`src/rtl/instr_loader_pkg.sv`:
```
// rtl/instr_loader_pkg.sv - shared constants and state encoding for the instruction memory loader
// Contents: ADDR_W/DATA_W/DEPTH defaults, BYTES_PER_WORD, FSM state codes.
package instr_loader_pkg;

  localparam int ADDR_W         = 12;
  localparam int DATA_W         = 17;
  localparam int DEPTH          = 512;
  localparam int BYTES_PER_WORD = 3;

  // Compared against the sampled len to reject oversized loads up front.
  localparam logic [ADDR_W-1:0] DEPTH_W = ADDR_W'(DEPTH);

  typedef logic [2:0] state_t;

  localparam state_t ST_IDLE  = 3'd0;
  localparam state_t ST_B0    = 3'd1;
  localparam state_t ST_B1    = 3'd2;
  localparam state_t ST_B2    = 3'd3;
  localparam state_t ST_WRITE = 3'd4;
  localparam state_t ST_CHECK = 3'd5;
  localparam state_t ST_DONE  = 3'd6;

endpackage

```
`src/rtl/instr_mem_loader_if.sv`:
```
// rtl/instr_mem_loader_if.sv - control, byte stream and memory write bundle of the loader
// slave modport: loader side (consumes start/len/stream, drives in_ready, we/wa/wd, busy/done/err).
// master modport: boot controller / stream source / memory side.
interface instr_mem_loader_if;

  logic                                start;
  logic [instr_loader_pkg::ADDR_W-1:0] len;
  logic                                in_valid;
  logic [7:0]                          in_data;
  logic                                in_ready;
  logic                                we;
  logic [instr_loader_pkg::ADDR_W-1:0] wa;
  logic [instr_loader_pkg::DATA_W-1:0] wd;
  logic                                busy;
  logic                                done;
  logic                                err;

  modport slave (
    input  start, len, in_valid, in_data,
    output in_ready, we, wa, wd, busy, done, err
  );

  modport master (
    output start, len, in_valid, in_data,
    input  in_ready, we, wa, wd, busy, done, err
  );

endinterface

```
`src/rtl/instr_word_packer.sv`:
```
// rtl/instr_word_packer.sv - assembles three little-endian stream bytes into one 17-bit word
// Ports: clk, reset (async active-low), lane0_we/lane1_we capture bytes 0/1,
//        in_data current stream byte (used live as byte 2), word assembled word,
//        hi_ok high when in_data[7:1] is zero (legal third byte).
module instr_word_packer
  import instr_loader_pkg::*;
(
  input  logic              clk,
  input  logic              reset,
  input  logic              lane0_we,
  input  logic              lane1_we,
  input  logic [7:0]        in_data,
  output logic [DATA_W-1:0] word,
  output logic              hi_ok
);

  logic [7:0] b0;
  logic [7:0] b1;

  always_ff @(posedge clk or negedge reset) begin
    if (!reset) begin
      b0 <= 8'd0;
      b1 <= 8'd0;
    end else begin
      if (lane0_we) b0 <= in_data;
      if (lane1_we) b1 <= in_data;
    end
  end

  // Third byte is taken straight from the stream so the word is ready on
  // the same beat that completes it.
  assign word  = {in_data[0], b1, b0};
  assign hi_ok = (in_data[7:1] == 7'd0);

endmodule

```
`src/rtl/instr_mem_loader.sv`:
```
// rtl/instr_mem_loader.sv - streams a byte image into instruction memory, 3 bytes per 17-bit word
// Ports: clk, reset (async active-low), bus (instr_mem_loader_if.slave):
//        start/len load request, in_valid/in_data/in_ready byte stream,
//        we/wa/wd memory write port, busy/done/err status.
// Optional: INSTR_LOADER_CHECKSUM_EN adds a trailing XOR checksum byte check.
module instr_mem_loader
  import instr_loader_pkg::*;
(
  input  logic                clk,
  input  logic                reset,
  instr_mem_loader_if.slave   bus
);

  state_t            state;
  logic [ADDR_W-1:0] len_q;
  logic [ADDR_W-1:0] idx;
  logic [ADDR_W-1:0] wa_q;
  logic [DATA_W-1:0] wd_q;
  logic              done_q;
  logic              err_q;

  logic              accept;
  logic              byte_state;
  logic [DATA_W-1:0] packed_word;
  logic              hi_ok;

  assign byte_state = (state == ST_B0) || (state == ST_B1) || (state == ST_B2);

`ifdef INSTR_LOADER_CHECKSUM_EN
  logic [7:0] csum;
  assign bus.in_ready = byte_state || (state == ST_CHECK);
`else
  assign bus.in_ready = byte_state;
`endif

  assign accept   = bus.in_valid && bus.in_ready;
  assign bus.we   = (state == ST_WRITE);
  assign bus.wa   = wa_q;
  assign bus.wd   = wd_q;
  assign bus.busy = (state != ST_IDLE) && (state != ST_DONE);
  assign bus.done = done_q;
  assign bus.err  = err_q;

  instr_word_packer u_packer (
    .clk      (clk),
    .reset    (reset),
    .lane0_we (accept && (state == ST_B0)),
    .lane1_we (accept && (state == ST_B1)),
    .in_data  (bus.in_data),
    .word     (packed_word),
    .hi_ok    (hi_ok)
  );

  always_ff @(posedge clk or negedge reset) begin
    if (!reset) begin
      state  <= ST_IDLE;
      len_q  <= '0;
      idx    <= '0;
      wa_q   <= '0;
      wd_q   <= '0;
      done_q <= 1'b0;
      err_q  <= 1'b0;
    end else begin
      case (state)
        ST_IDLE, ST_DONE: begin
          if (bus.start) begin
            len_q  <= bus.len;
            idx    <= '0;
            done_q <= 1'b0;
            err_q  <= 1'b0;
            if (bus.len > DEPTH_W) begin
              // Oversized image: refuse without touching memory.
              state  <= ST_DONE;
              done_q <= 1'b1;
              err_q  <= 1'b1;
            end else if (bus.len == '0) begin
`ifdef INSTR_LOADER_CHECKSUM_EN
              state  <= ST_CHECK;
`else
              state  <= ST_DONE;
              done_q <= 1'b1;
`endif
            end else begin
              state <= ST_B0;
            end
          end
        end
        ST_B0: if (accept) state <= ST_B1;
        ST_B1: if (accept) state <= ST_B2;
        ST_B2: begin
          if (accept) begin
            if (!hi_ok) begin
              state  <= ST_DONE;
              done_q <= 1'b1;
              err_q  <= 1'b1;
            end else begin
              wa_q  <= idx;
              wd_q  <= packed_word;
              state <= ST_WRITE;
            end
          end
        end
        ST_WRITE: begin
          idx <= idx + ADDR_W'(1);
          if ((idx + ADDR_W'(1)) == len_q) begin
`ifdef INSTR_LOADER_CHECKSUM_EN
            state  <= ST_CHECK;
`else
            state  <= ST_DONE;
            done_q <= 1'b1;
`endif
          end else begin
            state <= ST_B0;
          end
        end
`ifdef INSTR_LOADER_CHECKSUM_EN
        ST_CHECK: begin
          if (accept) begin
            if (bus.in_data != csum) err_q <= 1'b1;
            done_q <= 1'b1;
            state  <= ST_DONE;
          end
        end
`endif
        default: state <= ST_IDLE;
      endcase
    end
  end

`ifdef INSTR_LOADER_CHECKSUM_EN
  // Running XOR over every accepted data byte of the current load.
  always_ff @(posedge clk or negedge reset) begin
    if (!reset) begin
      csum <= 8'd0;
    end else if (((state == ST_IDLE) || (state == ST_DONE)) && bus.start) begin
      csum <= 8'd0;
    end else if (accept && byte_state) begin
      csum <= csum ^ bus.in_data;
    end
  end
`endif

endmodule

```
`src/flat_wrapper.sv`:
```
// flat-port wrapper written by rule: the top's interface ports become plain ports
module instr_mem_loader_flat import instr_loader_pkg::*;
  (clk, reset, bus_start, bus_len, bus_in_valid, bus_in_data, bus_in_ready, bus_we, bus_wa, bus_wd, bus_busy, bus_done, bus_err);
  instr_mem_loader_if bus_i ();
  input  logic clk;
  input  logic reset;
  input wire logic [$bits(bus_i.start)-1:0] bus_start;
  input wire logic [$bits(bus_i.len)-1:0] bus_len;
  input wire logic [$bits(bus_i.in_valid)-1:0] bus_in_valid;
  input wire logic [$bits(bus_i.in_data)-1:0] bus_in_data;
  output wire logic [$bits(bus_i.in_ready)-1:0] bus_in_ready;
  output wire logic [$bits(bus_i.we)-1:0] bus_we;
  output wire logic [$bits(bus_i.wa)-1:0] bus_wa;
  output wire logic [$bits(bus_i.wd)-1:0] bus_wd;
  output wire logic [$bits(bus_i.busy)-1:0] bus_busy;
  output wire logic [$bits(bus_i.done)-1:0] bus_done;
  output wire logic [$bits(bus_i.err)-1:0] bus_err;
  assign bus_i.start = bus_start;
  assign bus_i.len = bus_len;
  assign bus_i.in_valid = bus_in_valid;
  assign bus_i.in_data = bus_in_data;
  assign bus_in_ready = bus_i.in_ready;
  assign bus_we = bus_i.we;
  assign bus_wa = bus_i.wa;
  assign bus_wd = bus_i.wd;
  assign bus_busy = bus_i.busy;
  assign bus_done = bus_i.done;
  assign bus_err = bus_i.err;
  instr_mem_loader u_core (.clk(clk), .reset(reset), .bus(bus_i));
endmodule
```
`config.mk`:
```
export PLATFORM = sky130hd
export DESIGN_NAME = instr_mem_loader_flat
export DESIGN_NICKNAME = d
export VERILOG_FILES = /design/src/rtl/instr_loader_pkg.sv /design/src/rtl/instr_mem_loader_if.sv /design/src/rtl/instr_word_packer.sv /design/src/rtl/instr_mem_loader.sv /design/src/flat_wrapper.sv
export SDC_FILE = /design/constraint.sdc
export NUM_CORES = 1
export LEC_CHECK = 0
export BUFFER_PORTS_ARGS = -buffer_cell sky130_fd_sc_hd__buf_2
export CAP_MARGIN = 20
export CORE_ASPECT_RATIO = 1.75
export CORE_MARGIN = 1.5
export CORE_UTILIZATION = 42
export CTS_CLUSTER_DIAMETER = 120
export DETAILED_ROUTE_END_ITERATION = 8
export PLACE_DENSITY_LB_ADDON = 0.12
export SLEW_MARGIN = 25
export SYNTH_ARGS = -nofsm -noshare
export SYNTH_HDL_FRONTEND = slang
export SYNTH_HIERARCHICAL = 1
export SYNTH_SLANG_ARGS = --single-unit
```
`constraint.sdc`:
```
create_clock -name clk -period 2.64 [get_ports clk]
set_input_delay 0.528 -clock clk [delete_from_list [all_inputs] [get_ports clk]]
set_output_delay 0.528 -clock clk [all_outputs]
set_load 0.02 [all_outputs]
```
==> metrics.txt <==
global route overflow=0; Worst Tran Pin Value=0.6140 ns; clock period minus worst slack=2.471 ns; share of cells above drive strength 1=41.98%; syn nets=330; cells after synthesis=305; register area=1852 um2; vias per cell=5.487; TritonCTS Buffers=9; final worst slack=0.1687 ns; per-cell routed wire length=17.74 um; slowest stage delay, CP=0.55 ns; # DRC=0; pwr dens=970.8 nW/um2; max-slew violation count=0; GPL Wtd Cong=0.8825; vias in the first global route=2,692; Clock Skews=0.009331 ns; Post-Syn Area per Cell=11.64 um2; ys flop type=dfrtp_1; Worst-Skew Late Latency=0.33 ns; crit start category=register; total global-route track usage=19.71%; Reg clk slew, reported paths=0.06 ns; Fin Setup TNS=0 ns; hold buffer count at CTS=0; I/O Pins=58; deepest clock path buffer count=2; initial core utilization=42.98%; htree depth=3; total power=4.169 mW; P_int=2.839 mW; initial antenna violation count=0; Tcrit/Tclk final=93.61%; crit-path max FO=9; die width=72.50 um; via count=2,557; FP Rows=44; CP arrival=2.73 ns; f_max=0.4046 GHz; Filler Cell Count=757; ys async rst share=100.0%; DR iter-0 viols=95; Layout area overhead=20.97%; Seq cells post-synth=74; # diodes=0; mapped cell area=3550 um2; crit path cell chain=nand3_2 -> nor3_1 -> a211oi_1 -> or4_4 -> or4_4 -> a21oi_2; ANT nets after route=0; Synth cell types=48; DP Worst Slack=0.1390 ns; post-synthesis sequential area ratio=52.17%; placed cells=450; core area=8258 um2; Sink Count=74; Clock Power Share=31.8%; Die Area=9034 um2; net load switching power=1.330 mW; LEAKAGE=2.052 nW; hold crit path type=in2async; combinational share of power=28.7%; worst r2r dst=u_core/bus.done$_DFFE_PN0P_; most common cell after layout, fill and taps aside=dfrtp_1; commonest cells after routing, fill and taps aside=dfrtp_1 (74), buf_2 (56), mux2_2 (53), nor2_1 (21), o21ai_0 (20); Yosys warning total=6; Cell Count, Final, Fillers Out=466; First-pass DRT Iterations=5; CP max stage cell=or4_4; HPWL Detailed=6.255 mm; reg2reg start=u_core/idx[2]$_DFFE_PN0P_; EDFF count, synth=0; CTS tree=built; maxcap violations=0; final core utilization=52.00%; area taken by multi-input logic gates=1568 um2; Rel. slew slack=58.85%; RSZ-0062 raised after global routing=false; Sw Ratio=31.90%; R2R depth=6; # port buffers=57; worst vdd ir=0.0004809 V; first-pass GRT wire length=13.43 mm; Critical Path Most Common Cell=or4_4; final hold viol count=0; status=completed; Post-Route WL=8.268 mm; sequential fraction of design power=39.5%; CP required=2.90 ns; reg-to-reg slack, setup=0.17 ns; Root Driver=clkbuf_16; Final setup viols=0; Layout Nets=394; crit path kind=reg2reg; largest net degree at the start of global routing=38; CP Capture Type=register; Die Ht=124.6 um
[power by group through the flow]
stage	logic (mW)	clock network [mW]	registers, mW
global route	1.31	1.40	1.68
global placement	1.19	0	1.66
finish	1.20	1.33	1.64
CTS	1.20	1.35	1.65
floorplan	0.849	0	1.62
detailed placement	1.20	0	1.66
[how the worst max path moves through the flow]
stage,depth (start not counted),startpoint,to
after floorplan,8,u_core/idx[1]$_DFFE_PN0P_,u_core/bus.done$_DFFE_PN0P_
after global placement,7,u_core/idx[0]$_DFFE_PN0P_,u_core/bus.done$_DFFE_PN0P_
after detailed placement,7,u_core/idx[0]$_DFFE_PN0P_,u_core/bus.done$_DFFE_PN0P_
after CTS,7,u_core/idx[0]$_DFFE_PN0P_,u_core/bus.done$_DFFE_PN0P_
after global routing,6,u_core/idx[2]$_DFFE_PN0P_,u_core/bus.done$_DFFE_PN0P_
final,6,u_core/idx[2]$_DFFE_PN0P_,u_core/bus.done$_DFFE_PN0P_
[stage by stage]
step	area, um2	hold WS [ns]
6_report	4294	0.1511
5_1_grt	4294	0.1906
4_1_cts	4292	0.1627
3_5_place_dp	3966	0.4742
3_3_place_gp	3966	0.4616
2_1_floorplan	3550	0.2324
[layer usage]
metal / vias to the layer above / wire length, um / global-route usage, %
met1: 1239 / 3223 / 20.60
met2: 65 / 4429 / 35.62
li1: 1230 / - / -
met3: 23 / 321 / 3.398
met5: - / 0 / 0
met4: 0 / 292 / 11.32
[logic make-up after synthesis]
family	Yosys count	share of synthesized area, %
AOI/OAI and AO/OA	47	8.390
xor gates and xnor gates	19	4.688
adders and majority gates	1	0.3524
buffers and inverters	27	3.948
DFF	74	52.17
muxes	58	18.36
and+or+nand+nor	79	12.09
[cell usage after synthesis (3+ instances only)]
cell type	instances	area (um2)
nor2_1	22	82.58
or4_4	4	45.04
nand4_1	5	31.28
o41ai_1	3	26.28
nor3_1	7	35.03
buf_2	7	35.03
o21ai_0	20	100.1
o31ai_1	3	22.52
a21oi_1	8	40.04
nand2_1	17	63.81
xor2_1	11	96.34
and3_1	3	18.77
dfrtp_1	74	1852
clkbuf_1	7	26.28
xnor2_1	8	70.07
inv_1	5	18.77
nand3_1	4	20.02
mux2_1	4	45.04
mux2_2	53	596.8
buf_4	4	30.03
[state kept, by name (all words and copies together), names as in the netlist]
name	flops
u_core/bus.done	1
u_core/bus.err	1
u_core/bus.wa	12
u_core/bus.wd	17
u_core/idx	12
u_core/len_q	12
u_core/state	3
u_core/u_packer/b0	8
u_core/u_packer/b1	8
[layout make-up]
| cell class | instances | share of cell area, % |
|---|---|---|
| tap | 92 | 2.681 |
| sequential | 74 | 43.12 |
| timing repair buffer | 73 | 9.499 |
| clock inverter | 7 | 2.331 |
| inverter | 7 | 0.6119 |
| clock buffer | 9 | 5.245 |
| multi-input combinational | 204 | 36.51 |
[timing repair]
| item | 4_1_cts | 5_1_grt |
|---|---|---|
| gates resized for setup | 0 | 1 |
| endpoints found under the setup margin | 0 | 1 |
| setup buffers | 0 | 0 |
[critical path: cells and delay by family (launching register included)]
| kind | cells | cell delay, ns |
|---|---|---|
| compound gates | 2 | 0.27 |
| flops | 1 | 0.52 |
| simple gates | 4 | 1.61 |
No activity file was read; power rests on OpenSTA's default activity.
